### src/rtl/tff_count_sequencer_if.sv
// Control/status bundle between a counter sequencer and whoever drives it.
// master drives the requests; slave (the sequencer) returns T, Q and status.
interface tff_count_sequencer_if #(
  parameter int unsigned WIDTH = 4
);
  logic             start;
  logic             stop;
  logic             up;
  logic             load;
  logic [WIDTH-1:0] load_val;
  logic [WIDTH-1:0] limit;
  logic [WIDTH-1:0] t;
  logic [WIDTH-1:0] q;
  logic             busy;
  logic             done;

  modport master (
    output start, stop, up, load, load_val, limit,
    input  t, q, busy, done
  );

  modport slave (
    input  start, stop, up, load, load_val, limit,
    output t, q, busy, done
  );
endinterface

### src/rtl/tff_count_sequencer.sv
// Sequencer for a bank of T flip-flops acting as a loadable up/down counter.
// Each cycle the FSM picks the toggle-enable vector T; the bank applies Q ^= T.
module tff_count_sequencer #(
  parameter int unsigned WIDTH = 4
) (
  input  logic                    clk,
  input  logic                    rst,
  tff_count_sequencer_if.slave    bus
);

  typedef enum logic [2:0] {
    S_IDLE,
    S_LOAD,
    S_RUN,
    S_HOLD,
    S_DONE
  } state_t;

  state_t           state;
  state_t           state_nxt;
  logic [WIDTH-1:0] q_r;
  logic [WIDTH-1:0] t_c;
  logic             carry;

  always_ff @(posedge clk or posedge rst) begin
    if (rst) begin
      state <= S_IDLE;
      q_r   <= '0;
    end else begin
      state <= state_nxt;
      q_r   <= q_r ^ t_c;
    end
  end

  always_comb begin
    state_nxt = state;
    t_c       = '0;
    carry     = 1'b1;
    case (state)
      S_IDLE: begin
        if (bus.stop)       state_nxt = S_IDLE;
        else if (bus.load)  state_nxt = S_LOAD;
        else if (bus.start) state_nxt = S_RUN;
      end
      S_LOAD: begin
        t_c       = q_r ^ bus.load_val;
        state_nxt = S_IDLE;
      end
      S_RUN: begin
        if (bus.stop) begin
          state_nxt = S_HOLD;
        end else if (q_r == bus.limit) begin
          state_nxt = S_DONE;
        end else begin
          // Bit i toggles when all lower bits are 1 (up) or all are 0 (down).
          for (int unsigned i = 0; i < WIDTH; i++) begin
            t_c[i] = carry;
            carry  = carry & (bus.up ? q_r[i] : ~q_r[i]);
          end
        end
      end
      S_HOLD: begin
        if (bus.stop)       state_nxt = S_IDLE;
        else if (bus.start) state_nxt = S_RUN;
      end
      S_DONE: begin
        state_nxt = S_IDLE;
      end
      default: begin
        state_nxt = S_IDLE;
      end
    endcase
  end

  assign bus.t    = t_c;
  assign bus.q    = q_r;
  assign bus.busy = (state == S_LOAD) || (state == S_RUN) || (state == S_HOLD);
  assign bus.done = (state == S_DONE);

endmodule

### src/flat_wrapper.sv
// flat-port wrapper written by rule: the top's interface ports become plain ports
module tff_count_sequencer_flat 
#(
  parameter int unsigned WIDTH = 4
)
  (clk, rst, bus_start, bus_stop, bus_up, bus_load, bus_load_val, bus_limit, bus_t, bus_q, bus_busy, bus_done);
  tff_count_sequencer_if #(.WIDTH(WIDTH)) bus_i ();
  input  logic clk;
  input  logic rst;
  input wire logic [$bits(bus_i.start)-1:0] bus_start;
  input wire logic [$bits(bus_i.stop)-1:0] bus_stop;
  input wire logic [$bits(bus_i.up)-1:0] bus_up;
  input wire logic [$bits(bus_i.load)-1:0] bus_load;
  input wire logic [$bits(bus_i.load_val)-1:0] bus_load_val;
  input wire logic [$bits(bus_i.limit)-1:0] bus_limit;
  output wire logic [$bits(bus_i.t)-1:0] bus_t;
  output wire logic [$bits(bus_i.q)-1:0] bus_q;
  output wire logic [$bits(bus_i.busy)-1:0] bus_busy;
  output wire logic [$bits(bus_i.done)-1:0] bus_done;
  assign bus_i.start = bus_start;
  assign bus_i.stop = bus_stop;
  assign bus_i.up = bus_up;
  assign bus_i.load = bus_load;
  assign bus_i.load_val = bus_load_val;
  assign bus_i.limit = bus_limit;
  assign bus_t = bus_i.t;
  assign bus_q = bus_i.q;
  assign bus_busy = bus_i.busy;
  assign bus_done = bus_i.done;
  tff_count_sequencer #(.WIDTH(WIDTH)) u_core (.clk(clk), .rst(rst), .bus(bus_i));
endmodule
### config.mk
export PLATFORM = sky130hd
export DESIGN_NAME = tff_count_sequencer_flat
export DESIGN_NICKNAME = d
export VERILOG_FILES = /design/src/rtl/tff_count_sequencer_if.sv /design/src/rtl/tff_count_sequencer.sv /design/src/flat_wrapper.sv
export SDC_FILE = /design/constraint.sdc
export NUM_CORES = 1
export LEC_CHECK = 0
export CAP_MARGIN = 20
export CORE_MARGIN = 2
export CORE_UTILIZATION = 42
export DETAILED_ROUTE_END_ITERATION = 10
export GPL_TIMING_DRIVEN = 0
export PLACE_DENSITY = 0.86
export RECOVER_POWER = 100
export SYNTH_ARGS = -nofsm -noshare
export SYNTH_HDL_FRONTEND = slang
export SYNTH_SLANG_ARGS = --single-unit
export TNS_END_PERCENT = 10
### constraint.sdc
create_clock -name clk -period 2.7 [get_ports clk]
set_clock_uncertainty 0.2 [all_clocks]
set_input_delay 0.54 -clock clk [delete_from_list [all_inputs] [get_ports clk]]
set_output_delay 0.54 -clock clk [all_outputs]
set_load 0.01 [all_outputs]
==> flow_summary_export.csv <==
group,metric,value,unit
worst_hold_path,hold_class,"reg -> reg",
grt,gr-usage-all-layers,23.72,%
pwr,seq_power_share,21.6,%
grt,grt_util_met3,3.404,%
timing,hold_violations,0,
worst_setup_path,crit_arrival,1980,ps
worst_setup_path,worstSetupEndpointType,"output pin",
status,status,"complete, but fails checks",
synthesis,synth_area,629.4,sq um
pwr,p_sw_share,44.00,%
worst_setup_path,crit_fanout,4,
grt,grt-busiest-layer,"met2",
synthesis,synth_nets,88,
worst_setup_path,cpLargestDelayFamily,"buffers and inverters",
placed_design,place_congestion,0.7849,
finish,stdcell_count,122,
finish,area_growth,63.42,%
timing,clock.fmax,367.9,MHz
routing,drt_iter0_drc,12,
worst_setup_path,cpPeakStageDelay,270,ps
synthesis,synth_area_per_cell,8.505,sq um
routing,via_count,653,
worst_setup_path,path_buf_inv,3,
routing,remaining_drc_errors,0,
timing,slew_headroom,80.50,%
pwr,clkPwrFrac,9.2,%
grt,antenna_found_initial,0,
cts,cts.sinks,7,
worst_setup_path,worstPathRequired,1960,ps
finish,final_common_cell,"clkdlybuf4s50_1",
cts,tritoncts,"yes",
worst_setup_path,path_cells,"dlygate4sd2_1, xnor2_2, buf_4, a41oi_4, o21a_1, a21o_1, dlygate4sd2_1",
worst_setup_path,reg2reg_from,"u_core.state[0]$_DFFE_PP0P_",
pwr,p_leak,0.4525,nW
worst_setup_path,critPathLaunchType,"input port",
routing,first_pass_iters,4,
synthesis,ys_warn_count,0,
cts,clk_latency,260,ps
cts,cts_hold_buf,0,
timing,final.setup.tns,-17.89,ps
timing,setup_ws,-17.89,ps
grt,grt_pass1_vias,676,
routing,antenna_left,0,
worst_setup_path,cp_common_cell,"dlygate4sd2_1",
synthesis,yosys.area.top_type,"dfrtp_1",
finish,fill_cells,90,
placed_design,place_ws,-669.9,ps
placed_design,dp_cells,112,
die,core_area,0.001350,sq mm
pwr,intPower,0.0006028,W
cts,numCtsBuffers,3,
synthesis,yosysUniqueCellTypes,30,
synthesis,synth-seq-cells,7,
placed_design,port_buffers,23,
worst_setup_path,cp-startpoint,"bus_limit[2]",
synthesis,synth_top_area_share,27.83,%
grt,grt_pass1_wl,3153,microns
pwr,p_sw,0.0004737,W
timing,worst_pin_slew,292.2,ps
synthesis,syn-instance-count,74,
die,die_x,42.71,microns
flow_run,cap_viol_max_count,0,
synthesis,seq_area_frac_synth,27.83,%
cts,htree_levels,1,
status,violations,"setup timing",
worst_hold_path,worstHoldStart,"u_core.state[2]$_DFFE_PP0P_",
routing,viasPerCell,5.352,
finish,antennaDiodeCount,0,
die,fp.dieArea,0.001824,sq mm
synthesis,yosys-top-cells-area,"dfrtp_1 (28%), xnor2_1 (11%), mux2i_1 (6.4%), nand2_1 (4.8%), nor2_1 (4.8%)",
grt,globalRouteMet2Util,41.21,%
grt,grt_overflow,0,
timing,setup_viol,1,
timing,rsz0062_at_grt,"yes",
placed_design,place_hpwl,1173,microns
finish,fin_area,0.001028,sq mm
cts,cts.path.max_buffers,2,
finish,drive_gt1_share,27.10,%
cts,clkSlewWorstSetupHoldPaths,50,ps
worst_setup_path,crit_type,"in -> out",
routing,wl_per_cell,15.52,microns
pwr,ir_worst_vdd,0.0007508,V
routing,drt_wl_total,1894,microns
pwr,power_density,1047,mW/mm^2
cts,cts-root-buf,"clkbuf_4",
die,start_util,46.62,%
die,die_h,42.71,microns
grt,met1_usage,28.23,%
grt,grt_max_degree,11,
timing,finalCritPeriodShare,100.7,%
worst_setup_path,slowest_stage,"dlygate4sd2_1",
die,rows,13,
finish,layout.nets,122,
placed_design,dpl-instance-area,878.3,sq um
die,io-pin-count,24,
pwr,pwr-share-comb,69.2,%
timing,finalCriticalPeriod,2718,ps
timing,finalMaxSlewViolations,0,
finish,layout_common_cells,"clkdlybuf4s50_1 (13), nor2_1 (8), dlygate4sd2_1 (8)",
## power by group through the flow
stage	combinational (W)	clock (W)	sequential [W]
3_3_place_gp	0.000591	0	0.000220
3_5_place_dp	0.000609	0	0.000222
2_1_floorplan	0.000381	0	0.000225
4_1_cts	0.000712	0.0000993	0.000227
6_report	0.000745	0.0000994	0.000232
5_1_grt	0.000802	0.000107	0.000244
## layer usage
metal | share of wire [%] | routed length (microns) | vias to the layer above
met1 | 41 | 786 | 300
met2 | 52 | 989 | 18
met4 | 2.5 | 47 | 0
li1 | - | - | 329
met3 | 3.7 | 71 | 6
met5 | 0 | 0 | -
## synth_stat cells
master	instances
xnor2_1	8
or3b_2	1
and2_1	1
clkbuf_8	1
or2_2	1
dfrtp_1	7
mux2i_1	4
nand2_1	8
nand4_1	1
a21boi_0	2
nand2b_1	1
or4b_2	1
xor2_1	2
a221o_1	1
o211ai_1	1
o221ai_1	1
o21a_1	1
o21ai_1	1
and3_1	2
a21oi_1	3
or4b_4	1
o21ai_0	5
and2_2	1
nor2_1	8
inv_1	3
nor3_1	2
a21o_1	1
buf_6	2
a41oi_1	2
nor4_2	1
## worst reg2reg max path, delay by kind of cell (launching register included)
family / cells / cell delay (ps)
buffers and inverters: 2 / 280
and+or+nand+nor: 2 / 750
muxes: 1 / 100
AOI/OAI and AO/OA: 1 / 100
DFF: 1 / 370
## area by class of cell
| cell class | instances | area (sq um) | share of cell area [%] |
|---|---|---|---|
| repair buffers | 29 | 260.3 | 25.30 |
| well taps | 15 | 18.77 | 1.825 |
| inverters | 3 | 11.26 | 1.095 |
| flip-flops and latches | 7 | 176.4 | 17.15 |
| plain buffers | 3 | 36.28 | 3.528 |
| multi-input cells | 61 | 499.2 | 48.54 |
| clock buffers | 4 | 26.28 | 2.555 |
## timing repair
item / CTS / global route
hold endpoints to repair: 0 / 0
gates resized for setup: 24 / 2
pin swaps: 6 / 4
endpoints found under the setup margin: 4 / 4
buffers inserted: 6 / 0
## metrics by stage
| stage | hold WS [ps] | total power (W) | util, % |
|---|---|---|---|
| after global routing | 416.0 | 0.001153 | 76.18 |
| after CTS | 319.8 | 0.001038 | 75.16 |
| after detailed placement | 378.2 | 0.0008314 | 65.06 |
| after global placement | 377.9 | 0.0008110 | 65.06 |
| final | 391.7 | 0.001077 | 76.18 |
| after floorplan | 143.4 | 0.0006062 | - |
## final timing paths
check                      cells past startpoint                     endpoint  slack, ps
hold / removal                                 1  u_core.state[0]$_DFFE_PP0P_        390
max in group asynchronous                      2  u_core.state[2]$_DFFE_PP0P_       1590
setup reg to reg                               6    u_core.bus.q[2]$_DFF_PP0_        790
hold reg to reg                                1  u_core.state[0]$_DFFE_PP0P_        390
setup / recovery                               7                     bus_t[1]        -20
min in group asynchronous                      2    u_core.bus.q[0]$_DFF_PP0_        450
## state kept, by name, indices dropped and copies added, names as in the netlist
register,flops
u_core.bus.q,4
u_core.state,3
## kinds of logic after synthesis
family	count (synthesis)	synth area share [%]
muxes	4	6.362
DFF	7	27.83
and+or+nand+nor	29	25.45
AOI/OAI and AO/OA	18	18.89
xor gates and xnor gates	10	13.92
buffers and inverters	6	7.554
No activity file was read; power rests on OpenSTA's default activity.
